### src/rtl/max_pool_win_gen.sv
// Raster-scan pooling window generator: line buffers feed per-row column
// shift registers, and strided windows are emitted on completing beats.
module max_pool_win_gen #(
  parameter int DATA_WIDTH = 8,
  parameter int WIN_SIZE   = 3,
  parameter int STRIDE     = 3,
  parameter int IMG_WIDTH  = 16,
  parameter int IMG_HEIGHT = 16
) (
  input  logic                         clk,
  input  logic                         reset_n,
  input  logic                         fin_start,
  input  logic                         din_vld,
  input  logic signed [DATA_WIDTH-1:0] din,
  output logic                         fout_start,
  output logic                         win_vld,
  output logic signed [WIN_SIZE-1:0][WIN_SIZE-1:0][DATA_WIDTH-1:0] win
);

  localparam int W  = WIN_SIZE;
  localparam int DW = DATA_WIDTH;
  localparam int CW = IMG_WIDTH > 1 ? $clog2(IMG_WIDTH) : 1;
  localparam int RW = IMG_HEIGHT > 1 ? $clog2(IMG_HEIGHT) : 1;
  localparam int PW = STRIDE > 1 ? $clog2(STRIDE) : 1;

  typedef enum logic {IDLE, ACTIVE} state_t;

  state_t           state_q, state_d;
  logic [CW-1:0]    col_q, col_d, cur_col;
  logic [RW-1:0]    row_q, row_d, cur_row;
  logic [PW-1:0]    cph_q, cph_d, cur_cph;
  logic [PW-1:0]    rph_q, rph_d, cur_rph;
  logic             first_q, first_d;
  logic             restart, acc, emit, last_col, last_row;
  logic             fout_q, win_vld_q;

  logic signed [DW-1:0] lb_q [W-1][IMG_WIDTH];
  logic signed [W-1:0][W-1:0][DW-1:0] sr_q, win_q, win_d;
  logic signed [W-1:0][DW-1:0] colv;

  assign fout_start = fout_q;
  assign win_vld    = win_vld_q;
  assign win        = win_q;

  always_comb begin
    restart  = din_vld & fin_start;
    acc      = din_vld & (fin_start | (state_q == ACTIVE));
    cur_col  = restart ? '0 : col_q;
    cur_row  = restart ? '0 : row_q;
    cur_cph  = restart ? '0 : cph_q;
    cur_rph  = restart ? '0 : rph_q;
    last_col = cur_col == CW'(IMG_WIDTH - 1);
    last_row = cur_row == RW'(IMG_HEIGHT - 1);
    emit     = (cur_row >= RW'(W - 1)) && (cur_col >= CW'(W - 1))
             && (cur_rph == '0) && (cur_cph == '0);
    col_d    = cur_col + 1'b1;
    row_d    = cur_row;
    cph_d    = cur_cph;
    rph_d    = cur_rph;
    state_d  = ACTIVE;
    if (cur_col >= CW'(W - 1))
      cph_d = (cur_cph == PW'(STRIDE - 1)) ? '0 : cur_cph + 1'b1;
    if (last_col) begin
      col_d = '0;
      cph_d = '0;
      row_d = cur_row + 1'b1;
      if (cur_row >= RW'(W - 1))
        rph_d = (cur_rph == PW'(STRIDE - 1)) ? '0 : cur_rph + 1'b1;
      if (last_row) begin
        row_d   = '0;
        rph_d   = '0;
        state_d = IDLE;
      end
    end
    first_d = (restart | first_q) & ~emit;
  end

  // Column entering the window: oldest line buffer on top, live sample last.
  always_comb begin
    colv = '0;
    for (int r = 0; r < W - 1; r++)
      colv[r] = lb_q[W-2-r][cur_col];
    colv[W-1] = din;
    win_d = '0;
    for (int r = 0; r < W; r++) begin
      for (int c = 0; c < W - 1; c++)
        win_d[r][c] = sr_q[r][c+1];
      win_d[r][W-1] = colv[r];
    end
  end

  always_ff @(posedge clk) begin
    if (!reset_n) begin
      state_q   <= IDLE;
      col_q     <= '0;
      row_q     <= '0;
      cph_q     <= '0;
      rph_q     <= '0;
      first_q   <= 1'b0;
      fout_q    <= 1'b0;
      win_vld_q <= 1'b0;
      win_q     <= '0;
    end else begin
      win_vld_q <= acc & emit;
      fout_q    <= acc & emit & (restart | first_q);
      if (acc) begin
        state_q <= state_d;
        col_q   <= col_d;
        row_q   <= row_d;
        cph_q   <= cph_d;
        rph_q   <= rph_d;
        first_q <= first_d;
        if (emit)
          win_q <= win_d;
      end
    end
  end

  always_ff @(posedge clk) begin
    if (acc) begin
      lb_q[0][cur_col] <= din;
      for (int k = 1; k < W - 1; k++)
        lb_q[k][cur_col] <= lb_q[k-1][cur_col];
      sr_q <= win_d;
    end
  end

endmodule

### config.mk
export PLATFORM = sky130hd
export DESIGN_NAME = max_pool_win_gen
export DESIGN_NICKNAME = d
export VERILOG_FILES = /design/src/rtl/max_pool_win_gen.sv
export SDC_FILE = /design/constraint.sdc
export NUM_CORES = 1
export LEC_CHECK = 0
export CORE_UTILIZATION = 38
export CTS_CLUSTER_DIAMETER = 120
export DETAILED_ROUTE_END_ITERATION = 12
export GPL_TIMING_DRIVEN = 0
export HOLD_SLACK_MARGIN = 0.15
export SYNTH_ARGS = -nofsm -noshare
export SYNTH_HDL_FRONTEND = slang
export SYNTH_SLANG_ARGS = --single-unit
### constraint.sdc
create_clock -name clk -period 6.4 [get_ports clk]
set_clock_uncertainty 0.15 [all_clocks]
set_input_delay 1.28 -clock clk [delete_from_list [all_inputs] [get_ports clk]]
set_output_delay 1.28 -clock clk [all_outputs]
set_load 0.01 [all_outputs]
# [Yosys cells after proc, flatten, opt, wreduce, memory -nomap -nowiden]
# Memories as Yosys holds them, arrays and structs flattened.
# Cells that the tools add are included.
[totals] n_memories=1 register_bits=136 elab_cells=78 output_inout_bits=74 inputBits=12 mem_bits_rw=256
[op_classes] n_reduce_logical=7 add_sub_neg=4 eq_ne=4 magnitude_cmp=4 muxes=26 bitwise_logic=9
[memory_table] memory="lb_q" depth=2 word_bits=128 rd=2 rd_ports_with_merged_regs=0 write_ports=2 line="37" source="logic signed [DW-1:0] lb_q [W-1][IMG_WIDTH];"
[ops] op="two-way mux 128 bit" count=1
[ops] op="binary-select mux 8 bit (select 4 bit)" count=2
[ops] op="two-way mux 8 bit" count=5
[ops] op="demux 8 bit (select 4 bit)" count=1
[ops] op="two-way mux 4 bit" count=5
[ops] op="two-way mux 2 bit" count=9
[ops] op="adder 4 x 1 -> 4 bit, second input constant" count=2
[ops] op="== test 4 bit, second input constant" count=2
[ops] op=">= comparator 4 x 2 -> 1 bit, second input constant" count=2
[ops] op="bitwise AND 1 bit" count=5
[ops] op=">= comparator 5 bit, second input constant" count=1
[ops] op="< comparator 5 x 1 -> 1 bit, second input constant" count=1
[ops] op="inverter 4 -> 5 bit" count=1
[ops] op="adder 2 x 1 -> 2 bit, second input constant" count=2
[ops] op="== test 2 bit, second input constant" count=2
[ops] op="logical AND 1 bit" count=4
[ops] op="logical NOT 2 bit" count=2
[ops] op="two-way mux 1 bit" count=3
[ops] op="bitwise OR 1 bit" count=2
[ops] op="AND reduction 2 bit" count=1
[ops] op="inverter 1 bit" count=1

# [Longest topological paths before layout]
[depth] word_depth=8 mapped_depth=9

# [Worst setup path before layout]
# No wires, ideal clock.
[synth_path] path_type="input-to-reg" start="input din_vld" end="memory lb_q[0][120] (netlist name) (enable)" path_buffers=2 setup_time_ns=0.389 t_arrival_ns=3.961 path_stages=6 slack_ns=1.901 cell_sequence="buf_4 > clkbuf_1 > o21ai_0 > inv_1 > nand2_1 > nor2_1"
[synth_lines] element="start, declared" line="13" source="input logic din_vld,"
[synth_lines] element="end, declared" line="37"

==> metrics.yaml <==
drc: 0
port_buffers: 83
grt_max_degree: 36
p_sw_mw: 1.19
min_period_over_period_pct: 70.1
ctsResizeCount: 0
clkSinkCount: 392
synth_adder_area_share_pct: 0.0818
maxSlewHeadroom_pct: 12.5
synth-seq-cells: 392
max_freq_mhz: 223
yosys.area_share.xor_xnor_pct: 0.229
routed_wl_mm: 40.6
end_kind: "flop"
grtUsageTotal_pct: 20.0
synth-main-ff-cell: "edfxtp_1"
drive_gt1_share_pct: 11.6
antenna_found_initial: 0
io_pins: 86
syn_area_um2: 15300
wl_per_cell_um: 22.3
clk-insertion-delay-late_ns: 0.54
min_period_ns: 4.48
initial_utilization_pct: 38.5
slowest_delay_ns: 1.00
design.die.area_um2: 41000
cp_max_fo: 18
ant_nets: 0
vdd_drop_max_v: 0.000165
gr-total-overflow: 0
critPathRequiredTime_ns: 6.12
fillers: 3577
setup_ws_ns: 1.92
yosys_warnings: 0
place_congestion: 0.852
power.density_nw_per_um2: 291
cts_tree: "built"
yosysSeqAreaShare_pct: 71.2
slew_viol_final: 0
cp-start-kind: "input port"
nets: 1271
intPower_mw: 4.16
dpl_worst_slack_ns: 1.35
p_sw_share_pct: 22.2
syn-mean-instance-area_um2: 13.7
fp.dieH_um: 203
rsz0062_at_grt: "no"
synth_top_family_by_area: "compound AO/OA/AOI/OAI gates"
hpwl_mm: 27.9
p_seq_share_pct: 52.6
n_antenna_cell: 0
synth_top_area_share_pct: 59.7
cp_top_family: "simple AND/OR/NAND/NOR gates"
syn_nets: 1126
cts_buffers: 42
critPathArrivalTime_ns: 4.20
die_w_um: 203
cp.depth: 7
synthToLayoutAreaGrowth_pct: 20.1
hold_path_depth: 0
whs_ns: 0.295
drt-vias-per-instance: 5.36
clk_pin_slew_ns: 0.06
p_comb_share_pct: 5.6
hp-class: "reg2reg"
synth_edf_count: 304
crit_buf_inv: 3
yosysTopAreaCell: "edfxtp_1"
timing.final.hold_violations: 0
crit_type: "in2reg"
grt_pass1_wl_mm: 61.2
syn_inst: 1113
dr.pass1.iters: 8
synth.distinct_cells: 55
drv_cap: 0
h-tree-depth: 2
cpMaxStageDelayCell: "nand4_1"
core_area_um2: 39700
cts_setup_buffers: 0
p_leak_nw: 5.92
postSynth.asyncResetShare_pct: 0
ff2ff_path_depth: 5
holdBufCountCts: 0
final-setup-viol-count: 0
synth_mux_area_share_pct: 4.16
synth_compound_area_share_pct: 12.8
yosys.area_share.simple_pct: 8.62
yosys-top-cells-area: "edfxtp_1 60%, dfxtp_1 12%, nand2_1 4.1%"
row_count: 73
cts.path.max_buffers: 3
first_iter_violations: 815
path_cells: "clkdlybuf4s50_1 > buf_4 > nand2_1 > buf_4 > nand2_1 > a221o_1 > nand4_1"
pwr-share-clk_pct: 41.8
num_vias: 9746
clk_root_buffer_cell: "clkbuf_16"
tightest_slew_ns: 1.31
status: "complete, no violations"
grt_pass1_vias: 9777
-- Yosys cell counts, types with 2 or more instances --
master and count:
a211o_1 5, a21boi_0 29, a21boi_1 35, a21o_1 2, a21oi_1 47, a221o_1 20, a221oi_1 2, a22oi_1 3
a2bb2oi_1 15, a311oi_1 13, a31oi_1 12, a41oi_1 2, and2_1 6, and3_1 2, buf_1 3, buf_2 29
buf_4 16, buf_6 4, clkbuf_1 27, dfxtp_1 88, edfxtp_1 304, inv_1 4, mux2i_1 59, mux4_2 2
nand2_1 169, nand2b_1 20, nand3_1 13, nand3b_1 2, nand4_1 8, nor2_1 48, nor2b_1 17, nor3_1 2
nor4_1 2, o21ai_0 39, o21ba_1 4, o21bai_1 4, o221a_2 8, o22ai_1 29, xor2_1 3
-- cell families after synthesis --
kind of cell             count (synthesis)
XOR/XNOR                                 4
AND/OR/NAND/NOR                        295
AO/OA/AOI/OAI                          276
buffers and inverters                   84
multiplexers                            61
adder cells (fa/ha/maj)                  1
flip-flops                             392
-- metrics by stage --
stage                     total power [mW]  setup TNS (ns)  util (%)  cells  cell area (µm²)
final                                 5.35               0      46.2   1817            18400
after global routing                  5.51               0      46.2   1817            18400
after CTS                             5.39               0      46.2   1817            18400
after detailed placement              3.16               0      43.1   1739            17100
after global placement                3.15          -34.86      42.2   1721            16800
after floorplan                       3.03               0         -   1113            15300
-- placed cells by master, fill, tap and decap left out, types with 3 or more instances in the layout --
cell             instances
o21bai_1                 4
nand4_1                  8
nand2b_1                20
buf_6                    7
buf_4                   16
dfxtp_1                 88
a211o_1                  5
a31oi_1                 12
inv_1                    3
nor2_1                  33
a311oi_1                13
mux2i_1                 59
clkbuf_16               42
clkinv_2                 3
xor2_1                   3
clkdlybuf4s50_1         83
edfxtp_1               304
a21boi_0                29
a2bb2oi_1               15
nor2_2                  15
nor2b_1                 17
o21ai_0                 39
o21ba_1                  4
clkbuf_1                46
nand3_1                 13
nand2_1                169
a22oi_1                  3
a221o_1                 20
buf_1                    3
and2_1                   6
a21oi_1                 47
a21boi_1                35
o22ai_1                 29
buf_8                   12
o221a_2                  8
clkinv_1                 8
buf_2                   29
-- final timing paths --
check,slack [ns],to,from
setup / recovery,1.92,lb_q[0][201],din_vld
hold / removal,0.30,sr_q[58],sr_q[66]
setup reg to reg,2.94,lb_q[0][192],col_q[3]
hold reg to reg,0.30,sr_q[58],sr_q[66]
-- power by group through the flow --
| stage | Clock (mW) | Sequential, mW | Combinational [mW] |
|---|---|---|---|
| 2_1_floorplan | 0 | 2.86 | 0.173 |
| 3_3_place_gp | 0 | 2.87 | 0.286 |
| 3_5_place_dp | 0 | 2.87 | 0.296 |
| 4_1_cts | 2.28 | 2.81 | 0.297 |
| 5_1_grt | 2.37 | 2.81 | 0.318 |
| 6_report | 2.24 | 2.81 | 0.299 |
-- sequential cells by signal, summed over array words and instances (netlist names) --
register and count:
fout_start 1, first_q 1, win_vld 1, cph_q 2, lb_q 256, row_q 4
col_q 4, state_q 1, win 72, sr_q 48, rph_q 2
-- routing by layer --
layer	track usage [%]	vias up	routed length, µm
met5	0	-	0
met2	31.5	430	18600
li1	-	4475	-
met1	28.4	4772	18000
met3	2.86	69	2820
met4	6.90	0	1190
-- area by class of cell --
type / instances / area (µm²) / share of cell area (%)
clock buffer: 62 / 1140 / 6.19
buffer: 80 / 428 / 2.33
clock inverter: 16 / 116 / 0.634
tap: 525 / 657 / 3.58
timing repair buffer: 101 / 1120 / 6.10
multi-input combinational: 637 / 4000 / 21.8
inverter: 4 / 15.0 / 0.0818
sequential: 392 / 10900 / 59.3
No activity file was read; power rests on OpenSTA's default activity.
